--- src/rtl/inv_mix_columns_if.sv ---
// Handshake bundle for the iterative InvMixColumns engine: upstream state in, transformed state out.
// Bit 0 of each 128-bit vector is the MSB; column c occupies bits [32c:32c+31].
interface inv_mix_columns_if;
    logic         in_valid;
    logic         in_ready;
    logic [0:127] in_data;
    logic         out_valid;
    logic         out_ready;
    logic [0:127] out_data;

    modport master (
        output in_valid, in_data, out_ready,
        input  in_ready, out_valid, out_data
    );

    modport slave (
        input  in_valid, in_data, out_ready,
        output in_ready, out_valid, out_data
    );
endinterface

--- src/rtl/inv_mix_columns.sv ---
// Iterative AES InvMixColumns: captures one 128-bit state, runs one column per clock through a
// single shared GF(2^8) column unit, then holds the result until the consumer takes it.
module inv_mix_columns (
    input  logic             clk,
    input  logic             n_rst,
    inv_mix_columns_if.slave bus
);

    localparam logic [1:0] ST_IDLE = 2'd0;
    localparam logic [1:0] ST_CALC = 2'd1;
    localparam logic [1:0] ST_DONE = 2'd2;

    logic [1:0]   r_state;
    logic [1:0]   r_col;
    logic [0:127] r_src;
    logic [0:127] r_out_data;

    logic [1:0]   w_state_nxt;
    logic [6:0]   w_col_base;
    logic [0:31]  w_col_in;
    logic [0:31]  w_col_out;

    function automatic logic [7:0] xtime(input logic [7:0] b);
        return {b[6:0], 1'b0} ^ (8'h1b & {8{b[7]}});
    endfunction

    // s[0] is the top row; each row byte is built from its x2/x4/x8 multiples.
    function automatic logic [0:31] inv_mix_col(input logic [0:31] c);
        logic [7:0] s  [4];
        logic [7:0] m9 [4];
        logic [7:0] mb [4];
        logic [7:0] md [4];
        logic [7:0] me [4];
        logic [7:0] x2, x4, x8;
        for (int i = 0; i < 4; i++) begin
            s[i]  = c[8*i +: 8];
            x2    = xtime(s[i]);
            x4    = xtime(x2);
            x8    = xtime(x4);
            m9[i] = x8 ^ s[i];
            mb[i] = x8 ^ x2 ^ s[i];
            md[i] = x8 ^ x4 ^ s[i];
            me[i] = x8 ^ x4 ^ x2;
        end
        return {me[0] ^ mb[1] ^ md[2] ^ m9[3],
                m9[0] ^ me[1] ^ mb[2] ^ md[3],
                md[0] ^ m9[1] ^ me[2] ^ mb[3],
                mb[0] ^ md[1] ^ m9[2] ^ me[3]};
    endfunction

    assign w_col_base = {r_col, 5'b0};
    assign w_col_in   = r_src[w_col_base +: 32];
    assign w_col_out  = inv_mix_col(w_col_in);

    // NOTE: every signal driven here gets a default first, so no path through the case infers a latch.
    always_comb begin
        w_state_nxt = r_state;
        case (r_state)
            ST_IDLE: if (bus.in_valid)   w_state_nxt = ST_CALC;
            ST_CALC: if (r_col == 2'd3)  w_state_nxt = ST_DONE;
            ST_DONE: if (bus.out_ready)  w_state_nxt = ST_IDLE;
            default:                     w_state_nxt = ST_IDLE;
        endcase
    end

    // NOTE: state uses non-blocking assignments so every register samples pre-edge values.
    // NOTE: source and result registers are plain flops, so clearing them on reset is cheap and
    // guarantees an aborted block leaves nothing stale on out_data.
    always_ff @(posedge clk or negedge n_rst) begin
        if (!n_rst) begin
            r_state    <= ST_IDLE;
            r_col      <= 2'd0;
            r_src      <= '0;
            r_out_data <= '0;
        end else begin
            r_state <= w_state_nxt;
            case (r_state)
                ST_IDLE: begin
                    if (bus.in_valid) begin
                        r_src <= bus.in_data;
                        r_col <= 2'd0;
                    end
                end
                ST_CALC: begin
                    r_out_data[w_col_base +: 32] <= w_col_out;
                    r_col                        <= r_col + 2'd1;
                end
                default: ;
            endcase
        end
    end

    // Handshake outputs decode registered state only.
    assign bus.in_ready  = (r_state == ST_IDLE);
    assign bus.out_valid = (r_state == ST_DONE);
    assign bus.out_data  = r_out_data;

endmodule
--- src/flat_wrapper.sv ---
// flat-port wrapper written by rule: the top's interface ports become plain ports
module inv_mix_columns_flat 
  (clk, n_rst, bus_in_valid, bus_in_data, bus_out_ready, bus_in_ready, bus_out_valid, bus_out_data);
  inv_mix_columns_if bus_i ();
  input  logic clk;
  input  logic n_rst;
  input wire logic [$bits(bus_i.in_valid)-1:0] bus_in_valid;
  input wire logic [$bits(bus_i.in_data)-1:0] bus_in_data;
  input wire logic [$bits(bus_i.out_ready)-1:0] bus_out_ready;
  output wire logic [$bits(bus_i.in_ready)-1:0] bus_in_ready;
  output wire logic [$bits(bus_i.out_valid)-1:0] bus_out_valid;
  output wire logic [$bits(bus_i.out_data)-1:0] bus_out_data;
  assign bus_i.in_valid = bus_in_valid;
  assign bus_i.in_data = bus_in_data;
  assign bus_i.out_ready = bus_out_ready;
  assign bus_in_ready = bus_i.in_ready;
  assign bus_out_valid = bus_i.out_valid;
  assign bus_out_data = bus_i.out_data;
  inv_mix_columns u_core (.clk(clk), .n_rst(n_rst), .bus(bus_i));
endmodule
--- config.mk ---
export PLATFORM = sky130hd
export DESIGN_NAME = inv_mix_columns_flat
export DESIGN_NICKNAME = d
export VERILOG_FILES = /design/src/rtl/inv_mix_columns_if.sv /design/src/rtl/inv_mix_columns.sv /design/src/flat_wrapper.sv
export SDC_FILE = /design/constraint.sdc
export NUM_CORES = 1
export LEC_CHECK = 0
export ABC_AREA = 1
export CAP_MARGIN = 0
export CELL_PAD_IN_SITES_DETAIL_PLACEMENT = 0
export CELL_PAD_IN_SITES_GLOBAL_PLACEMENT = 1
export CORE_MARGIN = 3
export CORE_UTILIZATION = 25
export DETAILED_ROUTE_END_ITERATION = 7
export PLACE_DENSITY_LB_ADDON = 0.1
export SLEW_MARGIN = 20
export SYNTH_ARGS = -nofsm -noshare
export SYNTH_HDL_FRONTEND = slang
export SYNTH_SLANG_ARGS = --single-unit
export TNS_END_PERCENT = 5
--- constraint.sdc ---
create_clock -name clk -period 2.9 [get_ports clk]
set_input_delay 0.29 -clock clk [delete_from_list [all_inputs] [get_ports clk]]
set_output_delay 0.29 -clock clk [all_outputs]
set_load 0.02 [all_outputs]
==> summary by stage, run 1 <==
Status
The flow ran to the end, and the final reports show no timing, DRC or antenna violations.

Critical path
At the worst endpoint, the arrival time is 3.16 ns. The peak fanout along the critical path is 24. The launching element type of the critical path is a flip-flop.

The category of the worst setup path capture point is a flip-flop. The type of the worst setup path is reg -> reg. The critical path required time is 3.30 ns.

Layout
The final standard cell utilization of the core is 35.16%. The count of filler cells inserted in the layout is 6,485. In the final layout, flip-flops and latches occupy 6511 um^2. The signed area change from the synthesized netlist to the final layout is 37.98%.

Cells with a size suffix above 1 make up 12.94% of the layout. The area of the multi-input gates is 8179 um^2. The net count of the finished layout is 2,598. The number of antenna repair diodes is 0.

Die
In this run the horizontal extent of the chip is 252.2 um. The area inside the core boundary is 59,460 um^2. The area of the die is 63,600 um^2. The initial core utilization is 25.48%. Pin placement for this block handled 262 I/O pins. The floorplan has 89 rows. The die is 252.2 um tall.

Synthesis
The number of nets handed over by synthesis was 2,255. The fraction of synthesis flops using an asynchronous set or reset pin is 100.0%. In the synthesized netlist the dominant register cell turns out to be sky130_fd_sc_hd__dfrtp_1.

The synthesized netlist occupies a cell area of 15,150 um^2. Of the post-synthesis cell area, the dominant cell type holds 42.94%. The number of storage elements in the synthesis netlist is 260. During synthesis, Yosys emitted a total of 0 warnings.

The number of enable flip-flop cells after synthesis is 0. Of the synthesized area, sequential elements account for 42.94%. The cell accounting for the most synthesized area is sky130_fd_sc_hd__dfrtp_1.

The post-synthesis area per instance is 7.151 um^2. Ranked by total cell area, the synthesized netlist is headed by sky130_fd_sc_hd__dfrtp_1 (43%), sky130_fd_sc_hd__nand2_1 (29%), sky130_fd_sc_hd__nand3_1 (7.4%). The gate count of the mapped netlist is 2,119.

The post-synthesis cell type count is 35.

STA
Clock skew on the completed layout was measured at 0.02370 ns. Setup violations remaining at the end of the flow were counted as 0. The worst path needs 2.755 ns of the cycle, external delays included.

The final critical path takes up 95.00% of the cycle. Setup repair after global routing could not meet its margin everywhere. The headroom to the max-slew limit is 45.82%. Timing would allow up to 363.0 MHz. The final max-slew violation count is 0.

The transition time at the pin with the least slew margin is 0.8127 ns. The final hold violation count is 0.

GRT
The first-pass GRT wire length is 91,000 um. The maximum number of pins on one net before global-route repair is 121. The initial antenna violation count is 0. The via count of the first global-routing pass is 14,720.

Global routing used 18.68% of the available tracks across all layers. The total overflow left after global routing is 0.

Hold path
The path class of the tightest hold or removal check is in -> reg.

Drt
Dividing the detail-routed via count by the number of cells gives 4.472. For this block, the via count after detailed routing is 14,550. The wire length per cell after detailed routing is 18.57 um.

For this block, the routed nets add up to 60,420 um of wire. The number of DRC markers after the initial detailed-route iteration is 862. The first-pass detailed-route iteration total is 5. After detailed routing, the number of remaining DRC violations is 0. The number of nets with antenna violations after routing is 0.

Clock tree
The maximum clock insertion buffer count is 3. The insertion delay to the later sink of the worst-skew pair is 0.54 ns. The CTS clock-pin slew for the worst setup and hold paths is 0.05 ns. TritonCTS built the clock tree. The clock tree root driver cell is sky130_fd_sc_hd__clkbuf_16. The CTS sink count is 260. In this run the number of H-tree levels came out at 2. Buffers inserted during clock tree synthesis total 34.

Place
During placement, the flow inserted port buffers numbering 261. The post-DP HPWL is 45,310 um. Routability-driven placement finished with a final weighted congestion of 0.9020.

Flow run
Across the run, the number of max-cap violations was 0.
## sequential cells by signal, summed over array words and instances (netlist names)
register and cells:
u_core.r_state 2, u_core.bus.out_data 128, u_core.r_col 2, u_core.r_src 128
## worst max-delay path, cell delays in order (launching register included)
cell and delay, ns:
sky130_fd_sc_hd__dfrtp_4 0.54, sky130_fd_sc_hd__buf_4 0.17, sky130_fd_sc_hd__buf_16 0.15, sky130_fd_sc_hd__nand2_1 0.09, sky130_fd_sc_hd__nand3_1 0.12, sky130_fd_sc_hd__nand2_4 0.17, sky130_fd_sc_hd__nand2_1 0.10, sky130_fd_sc_hd__nand3_1 0.13
sky130_fd_sc_hd__nand2_2 0.08, sky130_fd_sc_hd__buf_4 0.16, sky130_fd_sc_hd__nand2_2 0.08, sky130_fd_sc_hd__nand2_2 0.10, sky130_fd_sc_hd__nand2_1 0.09, sky130_fd_sc_hd__nand2_2 0.08, sky130_fd_sc_hd__nand2_1 0.17, sky130_fd_sc_hd__nand3_2 0.15
sky130_fd_sc_hd__nand4_1 0.14, sky130_fd_sc_hd__nand2_1 0.07
## stage by stage
stage                     hold WS [ns]  area (um^2)  setup TNS [ns]  cells  setup slack [ns]
final                           0.2863        20910               0   3253            0.1451
after global routing            0.2796        20910         -0.5373   3253          -0.04836
after CTS                       0.2546        20440               0   3235          0.003313
after detailed placement        0.3400        19380         -0.3188   3180          -0.04488
after global placement          0.3349        19380         -0.6852   3180          -0.07787
after floorplan              -0.005591        15150               0   2119            0.4372
## routing by layer
metal	track usage, %	wire length [um]
met1	25.45	27960
met2	30.97	28540
met3	2.717	2521
met4	5.274	1396
met5	0	0
## final cells by class
type                            count  area share (%)
Clock buffer                       52           4.829
Timing Repair Buffer              399           18.66
Clock inverter                      2         0.08378
Multi-Input combinational cell   1686           39.12
Sequential cell                   260           31.14
Inverter                           81           1.538
Tap cell                          773           4.626
## synthesized netlist by cell type, types with 2 or more instances
cell type,n
sky130_fd_sc_hd__nand4_1,55
sky130_fd_sc_hd__buf_1,10
sky130_fd_sc_hd__xnor2_4,4
sky130_fd_sc_hd__xor2_1,80
sky130_fd_sc_hd__buf_4,8
sky130_fd_sc_hd__nor2_1,12
sky130_fd_sc_hd__or2_2,2
sky130_fd_sc_hd__dfrtp_1,260
sky130_fd_sc_hd__xnor2_1,45
sky130_fd_sc_hd__xnor2_2,7
sky130_fd_sc_hd__nand2_4,6
sky130_fd_sc_hd__or2_1,3
sky130_fd_sc_hd__nand2_1,1170
sky130_fd_sc_hd__inv_2,5
sky130_fd_sc_hd__buf_2,9
sky130_fd_sc_hd__nand3b_1,6
sky130_fd_sc_hd__nand3_1,225
sky130_fd_sc_hd__o21ai_0,11
sky130_fd_sc_hd__nand2_2,45
sky130_fd_sc_hd__nand3_2,3
sky130_fd_sc_hd__clkbuf_1,56
sky130_fd_sc_hd__inv_1,74
sky130_fd_sc_hd__ha_1,4
sky130_fd_sc_hd__buf_6,8
## cell usage in the layout, fill, tap and decap left out, types with 37 or more instances in the layout
master                            count
sky130_fd_sc_hd__nand2_1           1139
sky130_fd_sc_hd__dfrtp_1            258
sky130_fd_sc_hd__xnor2_1             43
sky130_fd_sc_hd__xor2_1              66
sky130_fd_sc_hd__nand3_1            219
sky130_fd_sc_hd__nand4_1             55
sky130_fd_sc_hd__nand2_2             67
sky130_fd_sc_hd__inv_1               71
sky130_fd_sc_hd__buf_4              117
sky130_fd_sc_hd__clkdlybuf4s50_1    260
sky130_fd_sc_hd__clkbuf_16           37
## final timing paths
path | start | end | slack [ns] | depth (start not counted)
max | u_core.r_col[0] | u_core.bus.out_data[60] | 0.15 | 17
min | bus_in_data[112] | u_core.r_src[15] | 0.29 | 3
max reg2reg | u_core.r_col[0] | u_core.bus.out_data[60] | 0.15 | 17
min reg2reg | u_core.r_src[64] | u_core.r_src[64] | 0.47 | 2
max in group asynchronous | n_rst | u_core.bus.out_data[122] | 1.69 | 3
min in group asynchronous | n_rst | u_core.bus.out_data[34] | 0.34 | 2
## cell families after synthesis
kind of cell | synth area share (%)
buffers and inverters | 5.095
flip-flops | 42.94
adder cells (fa/ha/maj) | 0.3303
AO/OA/AOI/OAI | 0.5780
AND/OR/NAND/NOR | 42.07
XOR/XNOR | 8.992
## timing repair
item                                    4_1_cts  5_1_grt
gates resized for setup                       4       67
hold endpoints to repair                     73        0
endpoints found under the setup margin       22      113
hold buffers                                  1        0
buffers inserted                              0       16
cloned                                        0        2
pin swaps                                     0        8
Power of run 1 is not shown: default switching activity piles up to over one toggle a cycle in this logic, so the estimate is an artifact.
==> run 2: changes to the inputs <==
--- a/config.mk
+++ b/config.mk
@@ -12,6 +12,7 @@
 export CORE_MARGIN = 3
 export CORE_UTILIZATION = 25
 export DETAILED_ROUTE_END_ITERATION = 7
+export GPL_TIMING_DRIVEN = 0
 export PLACE_DENSITY_LB_ADDON = 0.1
 export SLEW_MARGIN = 20
 export SYNTH_ARGS = -nofsm -noshare
==> run 2 against run 1 <==
Via count up 0.71%. Clock skew rose by 0.0023 ns. Largest cell class unchanged. Critical path depth fell by 3. Critical path type unchanged.
==> summary by stage, run 2 (synthesis results as in run 1) <==
Status
The flow ran to the end, and the final reports show no timing, DRC or antenna violations.

GRT
The first global-routing pass estimated 96,140 um of wire. Entering global routing, the biggest net connects 95 pins. The via count of the first global-routing pass is 14,680. The total track usage is 20.41%. The initial antenna violation count is 0.

The sum of overflow across all layers after global routing is 0.

Die
The area inside the core boundary is 59,460 um^2. The area of the die is 63,600 um^2. The initial utilization of the core area, before any placement, comes to 25.48%. The I/O pin count is 262. The floorplan row count is 89. Measured along the y axis, the die boundary spans 252.2 um.

From left edge to right edge, the die measures 252.2 um.

STA
The final hold violation count is 0. The highest achievable clock rate is 358.6 MHz. Between clock sinks in the finished design, the worst skew comes to 0.02595 ns.

The final critical-path share of the clock period is 96.16%. In this run the tightest slew margin relative to its limit is 52.24%. The worst path in the final design needs a cycle of 2.789 ns, including I/O delays and setup. The final max-slew violation count was 0. Setup repair after global routing could not meet its margin everywhere.

The final count of negative-setup-slack endpoints is 0. At the pin with the least slew margin, the transition time is 0.7164 ns.

Critical path
The data arrival time of the worst path is 3.25 ns. The slowest cell on the critical path is sky130_fd_sc_hd__dfrtp_1. The launching element type of the critical path is a flip-flop.

Traced cell by cell, the critical path runs through buf_8 > inv_6 > buf_12 > buf_6 > nand2_1 > nand3_1 > nand2_4 > xnor2_1 > xnor2_2 > xor2_1 > inv_1 > nand3_1 > nand4_1 > nand2_1. The cell family with the largest share of critical-path delay is XOR/XNOR gates. The peak fanout along the critical path is 10. The critical path required time is 3.36 ns. The combined buffer and inverter count along the critical path is 5. The worst setup path is captured at a flip-flop. The type of the worst setup path is reg -> reg. The worst stage delay on the critical path is 0.42 ns.

Drt
The count of vias placed by the detailed router is 14,650. The routed design has 65,270 um of wire. The wire length per cell after detailed routing is 20.23 um.

The first-pass detailed-route iteration total is 5. In the routed design, unresolved DRC markers number 0. In the routed layout, each cell is associated on average with a via count of 4.541.

The number of nets with antenna violations after routing is 0. The first routing iteration left 918 violations.

Place
Summing all placed instances gives a cell area of 18,790 um^2. The post-DP HPWL is 51,770 um. The final estimated routing congestion in global placement is 0.9231. Port buffering added 261 buffers.

Layout
In the layout the commonest cells are sky130_fd_sc_hd__nand2_1 (1,117), sky130_fd_sc_hd__clkdlybuf4s50_1 (260), sky130_fd_sc_hd__dfrtp_1 (260), sky130_fd_sc_hd__nand3_1 (215), sky130_fd_sc_hd__inv_1 (71). After the last flow step, the layout net total stands at 2,569. The signed area change from the synthesized netlist to the final layout is 37.48%. 0 antenna diodes ended up in the layout. The most common library cell in the layout ignoring fill and taps is sky130_fd_sc_hd__nand2_1. Of the cells placed in the final design, the portion with a size suffix greater than 1 is 11.57%. After routing the design area is 20,830 um^2.

Clock tree
The clock passes through at most 3 buffers. The insertion delay to the later sink of the worst-skew pair is 0.55 ns. The CTS clock-pin slew for the worst setup and hold paths is 0.07 ns. The clock net in this run drives a total of 260 sinks.

The clock tree from TritonCTS is done. The H-tree depth is 2. The clock tree root driver cell is sky130_fd_sc_hd__clkbuf_16. The number of buffers created by CTS is 34.

Flow run
The count of maximum capacitance violations is 0.

Hold path
The tightest min-delay check is of the in -> reg type.
run 2: worst min-delay path: cells and delay by family:
family                 cells  cell delay, ns
buffers and inverters      1            0.40
and+or+nand+nor            2            0.10
run 2: repair_timing:
| item | 4_1_cts | 5_1_grt |
|---|---|---|
| cloned | 0 | 0 |
| pin swaps | 5 | 17 |
| setup buffers | 2 | 12 |
| gates resized for setup | 87 | 102 |
| hold buffers | 1 | 0 |
| setup endpoints to repair | 128 | 138 |
| endpoints found under the hold margin | 81 | 0 |
run 2: area by class of cell:
class | count | area (um^2)
inverters | 81 | 309.0
clock inverters | 11 | 140.1
fillers | 6444 | 38630
repair buffers | 278 | 2800
multi-input cells | 1686 | 8579
well taps | 773 | 967.2
flip-flops and latches | 260 | 6506
clock buffers | 46 | 957.2
plain buffers | 92 | 573.1
run 2: metal layers:
layer	GRT usage (%)	share of wire (%)	up-vias
met3	2.449	3.6	74
met2	37.03	51	345
li1	-	-	7250
met1	25.96	43	6984
met5	0	0	-
met4	4.565	2.2	0
run 2: path summary, 6_finish.rpt:
| check | startpoint | endpoint | slack, ns | cells after the start |
|---|---|---|---|---|
| worst max register to register | u_core.r_col[0] | u_core.bus.out_data[121] | 0.11 | 14 |
| worst max-delay path | u_core.r_col[0] | u_core.bus.out_data[121] | 0.11 | 14 |
| min in group asynchronous | n_rst | u_core.bus.out_data[33] | 0.35 | 2 |
| max in group asynchronous | n_rst | u_core.r_src[89] | 1.57 | 3 |
| worst min register to register | u_core.r_src[101] | u_core.r_src[101] | 0.48 | 2 |
| worst min-delay path | bus_in_data[25] | u_core.r_src[102] | 0.28 | 3 |
run 2: metrics by stage:
step	util, %	setup TNS [ns]	cells	hold slack (ns)	setup WS, ns
floorplan	-	0	2119	-0.005591	0.4372
CTS	34.12	-0.1672	3215	0.2522	-0.04302
detailed placement	31.60	-71.47	3155	0.3483	-0.9193
global placement	31.50	-2765.95	3153	0.4627	-10.44
finish	35.03	0	3227	0.2804	0.1114
global route	35.03	-0.4296	3227	0.2832	-0.05620
Power of run 2 is left out for the same reason.
